==> src/rtl/mem_access_pkg.sv <==
// Shared constants and types for the load/store pool initiator.
// Holds width codes, FSM encoding and the wait-counter sizing helper.
package mem_access_pkg;

    localparam logic [2:0] F3_B  = 3'b000;
    localparam logic [2:0] F3_H  = 3'b001;
    localparam logic [2:0] F3_W  = 3'b010;
    localparam logic [2:0] F3_BU = 3'b100;
    localparam logic [2:0] F3_HU = 3'b101;

    typedef enum logic [2:0] {
        IDLE,
        CHECK,
        READ_REQ,
        WRITE,
        DONE
    } state_t;

    function automatic int cnt_width(input int limit);
        return $clog2(limit + 1);
    endfunction

endpackage

==> src/rtl/byte_lane_unit.sv <==
// Byte/halfword lane extraction with extension, and store-lane merge.
// Purely combinational; shared by the load and RMW store paths.
module byte_lane_unit
    import mem_access_pkg::*;
(
    input  logic [2:0]  funct3,
    input  logic [1:0]  offset,
    input  logic [31:0] row,
    input  logic [15:0] store_data,
    output logic [31:0] load_data,
    output logic [31:0] merged
);

    logic [7:0]  byte_v;
    logic [15:0] half_v;

    always_comb begin
        byte_v    = row[{offset, 3'b000} +: 8];
        half_v    = offset[1] ? row[31:16] : row[15:0];
        load_data = row;
        unique case (funct3)
            F3_B:    load_data = {{24{byte_v[7]}}, byte_v};
            F3_BU:   load_data = {24'd0, byte_v};
            F3_H:    load_data = {{16{half_v[15]}}, half_v};
            F3_HU:   load_data = {16'd0, half_v};
            default: load_data = row;
        endcase
    end

    always_comb begin
        merged = row;
        if (funct3 == F3_B) begin
            merged[{offset, 3'b000} +: 8] = store_data[7:0];
        end else if (offset[1]) begin
            merged[31:16] = store_data;
        end else begin
            merged[15:0] = store_data;
        end
    end

endmodule

==> src/rtl/mem_access_initiator.sv <==
// Load/store client of the shared storage pool: one RV32I access per
// transaction, RMW for sub-word stores, bounded wait for read grants.
module mem_access_initiator
    import mem_access_pkg::*;
#(
    parameter int READ_ADDR_SIZE = 28,
    parameter int ROW_WIDTH      = 32,
    parameter int WAIT_LIMIT     = 255
) (
    input  logic                      clk,
    input  logic                      rst,
    input  logic                      startSig,
    input  logic                      isStore,
    input  logic [2:0]                funct3,
    input  logic [31:0]               byteAddr,
    input  logic [31:0]               storeData,
    output logic [READ_ADDR_SIZE-1:0] readAddr,
    output logic                      readEn,
    input  logic                      readfin,
    input  logic [ROW_WIDTH-1:0]      poolReadData,
    output logic [READ_ADDR_SIZE-1:0] writeAddr,
    output logic [ROW_WIDTH-1:0]      writeData,
    output logic                      writeEn,
    output logic [31:0]               loadData,
    output logic                      finSig,
    output logic                      errSig,
    output logic                      busy
);

    localparam int CW = cnt_width(WAIT_LIMIT);

    state_t          state, state_n;
    logic [CW-1:0]   cnt, cnt_n;
    logic            st;
    logic [2:0]      f3;
    logic [1:0]      addr_lo;
    logic [31:0]     sdata;
    logic            err;
    logic            legal;
    logic            timeout;
    logic [31:0]     lane_load;
    logic [31:0]     lane_merge;
    logic            unused_hi;

    assign unused_hi = ^byteAddr[31:READ_ADDR_SIZE+2];
    assign cnt_n     = cnt + CW'(1);
    assign timeout   = (cnt_n == CW'(WAIT_LIMIT));

    byte_lane_unit u_lane (
        .funct3     (f3),
        .offset     (addr_lo),
        .row        (poolReadData),
        .store_data (sdata[15:0]),
        .load_data  (lane_load),
        .merged     (lane_merge)
    );

    always_comb begin
        legal = 1'b0;
        unique case (f3)
            F3_B, F3_BU: legal = 1'b1;
            F3_H, F3_HU: legal = ~addr_lo[0];
            F3_W:        legal = (addr_lo == 2'b00);
            default:     legal = 1'b0;
        endcase
        // Stores only have B/H/W encodings
        if (st && f3[2]) legal = 1'b0;
    end

    always_comb begin
        state_n = state;
        unique case (state)
            IDLE:     if (startSig) state_n = CHECK;
            CHECK: begin
                if (!legal)                  state_n = DONE;
                else if (st && f3 == F3_W)   state_n = WRITE;
                else                         state_n = READ_REQ;
            end
            READ_REQ: begin
                if (readfin)      state_n = st ? WRITE : DONE;
                else if (timeout) state_n = DONE;
            end
            WRITE:    state_n = DONE;
            DONE:     state_n = IDLE;
            default:  state_n = IDLE;
        endcase
    end

    always_ff @(posedge clk) begin
        if (rst) begin
            state     <= IDLE;
            cnt       <= '0;
            st        <= 1'b0;
            f3        <= 3'b000;
            addr_lo   <= 2'b00;
            sdata     <= '0;
            err       <= 1'b0;
            readAddr  <= '0;
            writeAddr <= '0;
            writeData <= '0;
            loadData  <= '0;
        end else begin
            state <= state_n;
            unique case (state)
                IDLE: begin
                    if (startSig) begin
                        st        <= isStore;
                        f3        <= funct3;
                        addr_lo   <= byteAddr[1:0];
                        sdata     <= storeData;
                        err       <= 1'b0;
                        cnt       <= '0;
                        readAddr  <= byteAddr[READ_ADDR_SIZE+1:2];
                        writeAddr <= byteAddr[READ_ADDR_SIZE+1:2];
                    end
                end
                CHECK: begin
                    if (!legal)                err       <= 1'b1;
                    else if (st && f3 == F3_W) writeData <= sdata;
                end
                READ_REQ: begin
                    if (readfin) begin
                        cnt <= '0;
                        if (st) writeData <= lane_merge;
                        else    loadData  <= lane_load;
                    end else if (timeout) begin
                        cnt <= '0;
                        err <= 1'b1;
                    end else begin
                        cnt <= cnt_n;
                    end
                end
                default: ;
            endcase
        end
    end

    assign readEn  = (state == READ_REQ);
    assign writeEn = (state == WRITE);
    assign finSig  = (state == DONE);
    assign errSig  = (state == DONE) && err;
    assign busy    = (state != IDLE);

endmodule
==> config.mk <==
export PLATFORM = sky130hd
export DESIGN_NAME = mem_access_initiator
export DESIGN_NICKNAME = d
export VERILOG_FILES = /design/src/rtl/mem_access_pkg.sv /design/src/rtl/byte_lane_unit.sv /design/src/rtl/mem_access_initiator.sv
export SDC_FILE = /design/constraint.sdc
export NUM_CORES = 1
export LEC_CHECK = 0
export CORE_MARGIN = 4
export CORE_UTILIZATION = 35
export CTS_BUF_LIST = sky130_fd_sc_hd__clkbuf_4 sky130_fd_sc_hd__clkbuf_8 sky130_fd_sc_hd__clkbuf_16
export CTS_CLUSTER_SIZE = 20
export DETAILED_ROUTE_END_ITERATION = 7
export SLEW_MARGIN = 20
export SYNTH_ARGS = -nofsm -noshare
export SYNTH_HDL_FRONTEND = slang
export SYNTH_SLANG_ARGS = --single-unit
==> constraint.sdc <==
create_clock -name clk -period 3.5 [get_ports clk]
set_input_delay 0.525 -clock clk [delete_from_list [all_inputs] [get_ports clk]]
set_output_delay 0.525 -clock clk [all_outputs]
set_load 0.01 [all_outputs]
==> impl_summary.txt, run 1 <==
----------------------------------------------------
[Outcome]
  Status ... finished, final reports clean

[Critical path]
  Maximum fanout count along the critical path ... 19
  Kind of capture point of the worst setup path ... output pin
  Critical path cell sequence ... nor2_1 -> nand2_1 -> buf_4 -> inv_1 -> clkdlybuf4s50_1
  Maximum single-stage delay on the critical path ... ~0.61 ns
  Required time at the worst-slack endpoint ... between 2 and 3 ns
  Arrival time reported for the critical path endpoint ... between 2 and 2.5 ns
  Type of element launching the critical path ... flop
  WS Path Type ... flop to output pin
  Worst path slowest cell ... sky130_fd_sc_hd__clkdlybuf4s50_1

[Floorplan]
  Height of the die ... around 150 um
  Floorplan core area ... between 0.015 and 0.02 sq mm
  Floorplan die width ... 146 um
  Cell Rows ... 50
  Ports ... 229
  Die area ... 0.0213 sq mm
  Initial Utilization ... 35.7%

[Clock tree]
  TritonCTS clock tree ... done
  Inserted Clock Buffers ... 17
  Maximum level of the CTS H-tree ... 4
  Cells resized by post-CTS repair ... 0
  CTS clock-pin slew for the worst setup and hold paths ... around 0.060 ns
  Number of buffers inserted to repair setup after CTS ... 0
  Hold-fix buffers, CTS ... 0
  Clock latency at the later pin of the worst-skew pair ... 0.42 ns
  Clk root buf ... sky130_fd_sc_hd__clkbuf_16
  Sink Count ... around 140
  CTS max path bufs ... 2

[Routing]
  Via count of the routed design ... ~6700
  Antenna-violating nets left ... 0
  Drt via density ... approximately 5.3
  Iter 0 DRT Violations ... 470
  First-pass iteration count of the detailed router ... 5
  Detailed-route DRC error count ... 0
  Routed wire length ... around 23 mm
  Avg WL per Cell ... around 18 um

[Yosys]
  Share of the synthesized area in compound gates (AO/OA/AOI/OAI) ... between 20% and 30%
  Multiplexer share of the synthesized area ... roughly 1.1%
  Post-synth EDFFs ... 0
  Mean Syn Cell Area ... 7.85 sq um
  Number of standard cells after synthesis ... between 800 and 900
  FFs w/ async S/R, synth ... 0%
  Library cells used by synthesis ... between 50 and 60
  Area share of fa/ha/maj cells after synthesis ... under 10%
  Share of synthesized area occupied by flip-flops and latches ... 42.6%
  Ys Warns ... 0
  Prevailing post-synth register cell ... sky130_fd_sc_hd__dfxtp_1
  Largest family of logic cells by synthesized area ... compound AO/OA/AOI/OAI gates
  Area share of and/or/nand/nor cells after synthesis ... 22.4%
  Net Count, Synth ... 960
  Post-Syn Area ... roughly 0.0067 sq mm
  Xor-xnor portion of the synthesized cell area ... less than 1%
  Number of storage elements in the synthesis netlist ... 142

[Cells and area]
  Commonest non-fill, non-tap cell in the layout ... sky130_fd_sc_hd__clkdlybuf4s50_1
  Share of post-route cells with drive strength above 1 ... under 10%
  Synth-to-layout area growth ... 42.3%
  Share of the core filled with cells in the final layout ... 50.7%
  Most frequent cells in the layout ... sky130_fd_sc_hd__clkdlybuf4s50_1, sky130_fd_sc_hd__nand2_1, sky130_fd_sc_hd__dfxtp_1
  Number of nets in the final layout ... around 1100
  Diodes inserted ... 0

[STA]
  Setup repair after global routing missed its margin ... false
  Final-layout setup total negative slack ... 0 ns
  Actual slew at the worst max-slew pin ... 0.930 ns
  Fin. max-slew vios ... 0
  Final setup violation count ... 0
  Final worst path period share ... around three quarters
  Final hold violation count ... 0
  Max transition margin ... between 30% and 40%
  Max Fclk ... roughly 380 MHz
  Time the worst path needs with I/O delays and setup ... around 2.6 ns
  Post-route clock skew ... 0.0104 ns

[Placed design]
  Total of buffers placed on input and output ports ... between 200 and 250
  DPL Wire Length ... about 17 mm
  Gp weighted congestion ... 0.903

[Global routing]
  Gr usage total ... 21.0%
  Global-route wire length before repair ... between 30 and 40 mm
  Pin count of the biggest net entering global routing ... 43
  Antenna violations before repair ... 1
  GR Layer Usage met2 ... approximately a third
  Met3 Resource Use GR ... between 6 and 7%
  Global-route met1 utilization ... 29.0%
  Peak-usage layer in the global routing report ... met2
  Vias in the first global route ... between 6000 and 7000
  Total gr overflow ... 0

[Pwr]
  LEAKAGE ... 3.31 nW
  Post-layout power ... ~0.0044 W
  Worst IR Drop VDD ... ~350 uV
  PwrDens ... 463 mW/mm^2

[Run]
  # Max-Cap Violations ... 0

[Min path]
  Worst min-delay path category ... flop to flop

----------------------------------------------------
==> through the flow <==
stage / std cells / hold WS, ns / setup WS [ns] / cell area, sq um
CTS: 1260 / 0.454 / 0.851 / 9490
global route: 1260 / 0.470 / 0.726 / 9490
global placement: 1228 / 0.441 / 0.922 / 8840
detailed placement: 1228 / 0.447 / 0.902 / 8840
floorplan: 850 / 0.432 / 1.29 / 6670
finish: 1260 / 0.451 / 0.866 / 9490
==> flip-flops by register name, indices dropped and copies added (netlist names) <==
name / count
cnt: 8
loadData: 32
err: 1
f3: 3
state: 3
sdata: 32
writeData: 32
addr_lo: 2
st: 1
writeAddr: 28
==> worst paths after layout <==
kind	slack [ns]	startpoint	cells past startpoint	to
max reg2reg	0.99	f3[0]$_SDFFE_PP0P_	6	writeData[25]$_SDFFE_PP0P_
min	0.45	loadData[2]$_SDFFE_PP0P_	2	loadData[2]$_SDFFE_PP0P_
max	0.87	state[2]$_SDFFE_PP0P_	5	readEn
min reg2reg	0.45	loadData[2]$_SDFFE_PP0P_	2	loadData[2]$_SDFFE_PP0P_
==> final cells by class <==
cell class | count | area, sq um
clock inverter | 10 | 160
clock buffer | 22 | 482
fill | 1838 | 9220
sequential | 142 | 2840
inverter | 10 | 37.5
tap | 234 | 293
multi-input combinational | 602 | 3290
timing repair buffer | 240 | 2380
==> power by group <==
part | internal, W | switching, W | leakage, nW | total (W)
registers | 0.00169 | 0.0000719 | 1.16 | 0.00176
clock network | 0.00126 | 0.000699 | 0.317 | 0.00196
logic | 0.000316 | 0.000350 | 1.84 | 0.000667
==> cell families after synthesis <==
| group | Yosys count |
|---|---|
| multiplexers | 6 |
| flip-flops | 142 |
| XOR/XNOR | 3 |
| buffers and inverters | 106 |
| AND/OR/NAND/NOR | 348 |
| adder cells (fa/ha/maj) | 6 |
| AO/OA/AOI/OAI | 239 |
==> per-layer routing <==
layer | share of wire, % | vias to the layer above
met5 | 0.057 | -
met4 | 1.6 | 2
met3 | 8.4 | 31
met2 | 44 | 283
met1 | 46 | 3114
li1 | - | 3301
==> worst max-delay path: cells and delay by family, from the launching register on <==
kind                   cells  cell delay (ns)
buffers and inverters      3             1.07
flip-flops                 1             0.41
AND/OR/NAND/NOR            2             0.21
==> synthesized netlist by cell type, types with 3 or more instances <==
master | instances | area share, %
sky130_fd_sc_hd__nor2b_1 | 5 | 0.47
sky130_fd_sc_hd__nand3_1 | 13 | 0.98
sky130_fd_sc_hd__a211o_1 | 10 | 1.3
sky130_fd_sc_hd__o221ai_1 | 5 | 0.66
sky130_fd_sc_hd__a22o_1 | 7 | 0.92
sky130_fd_sc_hd__a211oi_2 | 3 | 0.56
sky130_fd_sc_hd__buf_2 | 19 | 1.4
sky130_fd_sc_hd__buf_4 | 28 | 3.2
sky130_fd_sc_hd__nor3_1 | 34 | 2.6
sky130_fd_sc_hd__o21ai_0 | 27 | 2.0
sky130_fd_sc_hd__a32oi_1 | 3 | 0.39
sky130_fd_sc_hd__a211oi_1 | 15 | 1.7
sky130_fd_sc_hd__inv_1 | 10 | 0.56
sky130_fd_sc_hd__nand2b_1 | 3 | 0.28
sky130_fd_sc_hd__nand4_1 | 7 | 0.66
sky130_fd_sc_hd__nand2_1 | 204 | 11
sky130_fd_sc_hd__o211ai_1 | 10 | 1.1
sky130_fd_sc_hd__a221oi_1 | 33 | 4.3
sky130_fd_sc_hd__mux2i_1 | 4 | 0.60
sky130_fd_sc_hd__nor2_1 | 64 | 3.6
sky130_fd_sc_hd__nor3b_1 | 3 | 0.34
sky130_fd_sc_hd__ha_1 | 6 | 1.1
sky130_fd_sc_hd__clkbuf_1 | 45 | 2.5
sky130_fd_sc_hd__a31oi_1 | 6 | 0.56
sky130_fd_sc_hd__dfxtp_1 | 142 | 43
sky130_fd_sc_hd__a221o_1 | 8 | 1.2
sky130_fd_sc_hd__a21oi_1 | 95 | 7.1
sky130_fd_sc_hd__a21oi_2 | 3 | 0.39
(Power assumes the default switching activity.)
==> inputs of run 2 (changes only) <==
==> constraint.sdc (replaced) <==
create_clock -name clk -period 2.7 [get_ports clk]
set_input_delay 0.405 -clock clk [delete_from_list [all_inputs] [get_ports clk]]
set_output_delay 0.405 -clock clk [all_outputs]
set_load 0.01 [all_outputs]
==> run 2 against run 1 <==
  * Design area is 0.11% higher
  * First-iteration DRC count grew 20%
  * Count of clock-buffer cells in the layout fell by 3
  * Clock power rose by 12%
  * Global-route usage is 0.11 points higher
  * Largest cell class unchanged
==> impl_summary.txt, run 2 (same netlist as run 1, synthesis figures left out) <==
----------------------------------------------------
[Clock tree]
  Cells resized by post-CTS repair ... 0
  Maximum level of the CTS H-tree ... 4
  CTS max path bufs ... 2
  Clock latency at the later pin of the worst-skew pair ... around 0.42 ns
  Inserted Clock Buffers ... 17
  Sink Count ... 142
  CTS clock-pin slew for the worst setup and hold paths ... approximately 0.060 ns
  Clk root buf ... sky130_fd_sc_hd__clkbuf_16
  TritonCTS clock tree ... done
  Number of buffers inserted to repair setup after CTS ... 0
  Hold-fix buffers, CTS ... 0

[Critical path]
  Kind of capture point of the worst setup path ... output pin
  WS Path Type ... flop to output pin
  Required time at the worst-slack endpoint ... 2.30 ns
  Arrival time reported for the critical path endpoint ... approximately 2.0 ns
  Type of element launching the critical path ... flop
  Maximum fanout count along the critical path ... 10

[STA]
  Post-route clock skew ... 0.00844 ns
  Max transition margin ... between 50% and 60%
  Final critical-path setup slack ... between 0.3 and 0.4 ns
  Actual slew at the worst max-slew pin ... 0.691 ns
  Final setup violation count ... 0
  Time the worst path needs with I/O delays and setup ... around 2.4 ns
  Setup repair after global routing missed its margin ... false
  Final worst path period share ... between 80% and 90%
  Max Fclk ... ~420 MHz
  Final hold violation count ... 0
  Fin. max-slew vios ... 0
  Final-layout setup total negative slack ... 0 ns

[Placed design]
  DPL Wire Length ... 16.6 mm
  Total of buffers placed on input and output ports ... around 230
  Gp weighted congestion ... between 0.8 and 0.9
  Dpl ws ... ~0.35 ns

[Routing]
  Iter 0 DRT Violations ... roughly 560
  First-pass iteration count of the detailed router ... 4
  Routed wire length ... roughly 23 mm
  Drt via density ... about 5.3
  Via count of the routed design ... between 6000 and 7000
  Antenna-violating nets left ... 0
  Avg WL per Cell ... around 18 um
  Detailed-route DRC error count ... 0

[Pwr]
  Net switching component of the power ... between 0.001 and 0.0015 W
  Clock Power Share ... between 40 and 50%
  Comb pwr share ... between 10% and 20%
  Sequential share of power ... a little over two fifths
  LEAKAGE ... between 3 and 4 nW
  Switching share of power ... 27.2%
  Worst IR Drop VDD ... between 400 and 500 uV
  Internal power contribution ... 0.00390 W
  PwrDens ... around 560 mW/mm^2

[Outcome]
  Status ... finished, final reports clean

[Global routing]
  Global-route wire length before repair ... roughly 36 mm
  Vias in the first global route ... 6478
  Total gr overflow ... 0
  Gr usage total ... 21.1%
  Antenna violations before repair ... 0
  Pin count of the biggest net entering global routing ... about 70

[Floorplan]
  Floorplan die width ... about 150 um
  Floorplan core area ... 0.0187 sq mm
  Initial Utilization ... ~36%
  Cell Rows ... 50
  Height of the die ... ~150 um
  Die area ... 0.0213 sq mm
  Ports ... between 200 and 250

[Cells and area]
  Share of post-route cells with drive strength above 1 ... between 7 and 8%
  Most frequent cells in the layout ... sky130_fd_sc_hd__clkdlybuf4s50_1, sky130_fd_sc_hd__nand2_1, sky130_fd_sc_hd__dfxtp_1
  Commonest non-fill, non-tap cell in the layout ... sky130_fd_sc_hd__clkdlybuf4s50_1
  Synth-to-layout area growth ... 42.4%
  Biggest registers after layout ... loadData (32), sdata (32), writeData (32)
  Share of the core filled with cells in the final layout ... 50.8%
  Number of nets in the final layout ... between 1000 and 1500
  Diodes inserted ... 0

[Min path]
  Worst min-delay path category ... primary input to flop

[Run]
  # Max-Cap Violations ... 0

----------------------------------------------------
## run 2: power by group through the flow
stage,registers (W),clock network (W),logic [W]
after detailed placement,0.00233,0,0.000877
after floorplan,0.00230,0,0.000463
after global routing,0.00229,0.00234,0.000957
after CTS,0.00228,0.00225,0.000882
after global placement,0.00232,0,0.000877
final,0.00228,0.00220,0.000880
## run 2: stage by stage
step           instances  cell area, sq um  hold slack, ns  total power, W
4_1_cts             1270              9500           0.361         0.00541
5_1_grt             1270              9500           0.381         0.00559
2_1_floorplan        850              6670           0.432         0.00277
3_5_place_dp        1239              8950           0.445         0.00320
6_report            1270              9500           0.365         0.00536
3_3_place_gp        1239              8950           0.441         0.00320
## run 2: per-layer routing
layer	global-route usage, %	vias up	wire [um]
met3	6.27	23	1810
met1	29.0	3141	10600
li1	-	3312	-
met2	32.3	276	10300
met5	0	-	0
met4	6.40	0	361
## run 2: final cells by class
type                            instances  area, sq um
Clock buffer                           19          447
Clock inverter                         12         97.6
Fill cell                            1867         9210
Inverter                               10         37.5
Multi-Input combinational cell        602         3290
Sequential cell                       142         2840
Tap cell                              234          293
Timing Repair Buffer                  251         2480
## run 2: worst max-delay path, stage by stage, from the launching register on
cell                              delay (ns)
sky130_fd_sc_hd__dfxtp_1                0.52
sky130_fd_sc_hd__nor3b_1                0.34
sky130_fd_sc_hd__and2_1                 0.17
sky130_fd_sc_hd__clkdlybuf4s50_1        0.55
## run 2: final timing paths
path | start | slack, ns | end | cells after the start
worst max-delay path | state[2]$_SDFFE_PP0P_ | 0.30 | errSig | 3
worst min-delay path | rst | 0.36 | writeAddr[12]$_SDFFE_PP0P_ | 2
worst max register to register | addr_lo[0]$_SDFFE_PP0P_ | 0.44 | writeData[21]$_SDFFE_PP0P_ | 7
worst min register to register | loadData[4]$_SDFFE_PP0P_ | 0.45 | loadData[4]$_SDFFE_PP0P_ | 2
==> patch (config.mk and constraints of run 2) <==
The 5 states of `state_t` get a Gray code encoding in 3 bits.
--- a/src/rtl/mem_access_pkg.sv
+++ b/src/rtl/mem_access_pkg.sv
@@ -11,7 +11,7 @@
     typedef enum logic [2:0] {
-        IDLE,
-        CHECK,
-        READ_REQ,
-        WRITE,
-        DONE
+        IDLE     = 3'b000,
+        CHECK    = 3'b001,
+        READ_REQ = 3'b011,
+        WRITE    = 3'b010,
+        DONE     = 3'b110
     } state_t;
Check against the original RTL: same outputs for any inputs over 4 cycles, from zero or initial values and one cycle with rst high; so few cycles prove little.
==> patch against run 2 <==
Sequential cell count did not move; largest cell class unchanged; first-iteration DRC count fell by 5.7%; design area rose by 0.79%; synthesized cell count rose by 2.6%; sequential share of layout area fell by 0.22 points; cell count rose by 2.0%; area after synthesis barely moved; routed wire length fell by 1.1%; clock power rose by 11%; clock skew barely moved; worst setup slack got worse by 0.12 ns; power rose by 13%.
==> patch: results (changes against run 2) <==
status -> complete, no violations
diode count -> 0 (unchanged)
number of global-route vias before repair -> 6,458 (-0.31%)
Hold Crit Class -> in -> reg
slowest cell on the critical path -> clkdlybuf4s50_1
CTS buffer count -> 17 (unchanged)
Crit Path Max Fanout -> 8 (-2)
Synth top cells by count -> nand2_1, dfxtp_1, a21oi_1
reg-to-reg endpoint -> cnt[2]
reg2reg start -> cnt[0]
Max IR drop VDD -> 427.5 µV (-1.0%)
Placer Congestion -> 0.8502 (-1.9%)
Post-synth ARST share -> 0% (unchanged)
Inst Count DP -> 1,264 (+2.0%)
worst hold stages -> 2 (unchanged)
cell count of the worst reg-to-reg path -> 7 (unchanged)
DR WL/cell -> 17.61 µm (-3.1%)
DRT met1 WL -> 10.56 mm (-0.84%)
Syn Nets -> 983 (+2.4%)
metal3 WL -> 1.854 mm (+2.3%)
Iter 0 DRT Violations -> 532 (-5.7%)
Final Skew -> 0.008167 ns (-0.0002760 ns)
crit path DAT -> 2.11 ns (+0.12 ns)
post-DP HPWL -> 16.13 mm (-2.7%)
DR pass1 iterations -> 6 (+2)
root buffer cell -> clkbuf_16
R2R Setup Slk -> 0.57 ns (+0.13 ns)
Worst-Margin Slew -> 0.6951 ns (+0.003988 ns)
synth unique cells -> 59 (+1.7%)
CP delay by family, top -> buffers and inverters
first-pass GRT wire length -> 35.71 mm (-0.96%)
Port Buffer Count -> 226 (unchanged)
max incr delay on CP -> 0.56 ns
highest metal used -> met4
Vias -> 6,803 (+0.76%)
Clock Path Buffers -> 2 (unchanged)
sequential share of the synthesized area -> 42.66% (about the same)
Avg Cell Area, Syn -> 7.642 µm² (-2.6%)
total wire length -> 22.83 mm (-1.1%)
antenna violations before repair -> 0 (unchanged)
synth top area cells -> dfxtp_1, nand2_1, a21oi_1, buf_4, nor2_1
largest registers -> loadData x32, sdata x32, writeData x32
pin count of the biggest net entering global routing -> 65 (-8.5%)
fill cell count -> 1,839 (-1.5%)
WL met2 -> 10.09 mm (-1.6%)
share of cells above drive strength 1 -> 6.591% (-0.65 points)
gr usage total -> 20.64% (-0.49 points)
nets -> 1,160 (+2.3%)
CP Capture Point -> readEn
Post-CTS Resized -> 0 (unchanged)
postcts setup bufs -> 0 (unchanged)
H-tree lvl count -> 4 (unchanged)
Leak -> 0.003374 µW (+1.5%)
CTS clk-pin slew, worst paths -> 0.06 ns (about the same)
-- patch: changes by cell type in the layout (fill, tap and decap cells not counted), sizes merged, moves of 6 or more --
cell and delta:
nand3 -10, nor3 -14, nor2 -14, nand4 -6
o221ai +8, a21oi +34, a221oi -15, nand2 +32
a22o -7, o211ai +8, inv +8
-- patch: layout make-up --
type	instances	area share (%)
Sequential cell	142	29.71
Tap cell	234	3.059
Multi-Input combinational cell	623	34.39
Clock buffer	20	4.745
Inverter	17	0.6667
Timing Repair Buffer	248	25.73
Clock inverter	12	1.699
-- patch: kinds of logic (layout without fill, tap and decap cells) --
logic type / Yosys count / in the layout / synth area share (%)
xor gates and xnor gates: 1 / 1 / 0.1315
AOI/OAI and AO/OA: 274 / 274 / 25.84
and+or+nand+nor: 339 / 339 / 21.55
muxes: 2 / 2 / 0.5069
DFF: 142 / 142 / 42.66
adders and majority gates: 7 / 7 / 1.314
buffers and inverters: 107 / 297 / 7.998
-- patch: how the worst min path moves through the flow --
stage                   from             to  slack (ns)
2_1_floorplan      sdata[16]      sdata[16]        0.44
3_3_place_gp   writeData[22]  writeData[22]        0.44
3_5_place_dp     loadData[5]    loadData[5]        0.45
4_1_cts                  rst  writeAddr[15]        0.36
5_1_grt                  rst  writeAddr[15]        0.38
6_report                 rst  writeAddr[15]        0.38
-- patch: worst reg2reg max path, cell delays in order, from the launching register on --
cell and delay [ns]:
dfxtp_1 0.44, ha_1 0.31, nand2_1 0.11, o31ai_1 0.20, a32oi_1 0.12, o21ai_1 0.52
o22ai_1 0.14, a21o_1 0.19
-- patch: per-stage QoR --
step	power (µW)	setup slack, ns	hold WS, ns	cell area [µm²]
global route	6329	0.07471	0.3819	9572
detailed placement	3649	0.4004	0.4452	8954
CTS	6109	0.05836	0.3648	9570
global placement	3639	0.4113	0.4406	8954
floorplan	3070	0.5381	0.4365	6664
finish	6058	0.1818	0.3772	9572
-- patch: report_power, final --
group | internal (µW) | switching [µW] | total [µW]
logic | 565 | 694 | 1260
registers | 2230 | 117 | 2340
clock network | 1510 | 948 | 2450
-- patch: layer usage --
metal,track usage (%),up-vias
li1,-,3381
met1,28.96,3124
met2,31.38,273
met3,5.730,25
met4,5.456,0
met5,0,-
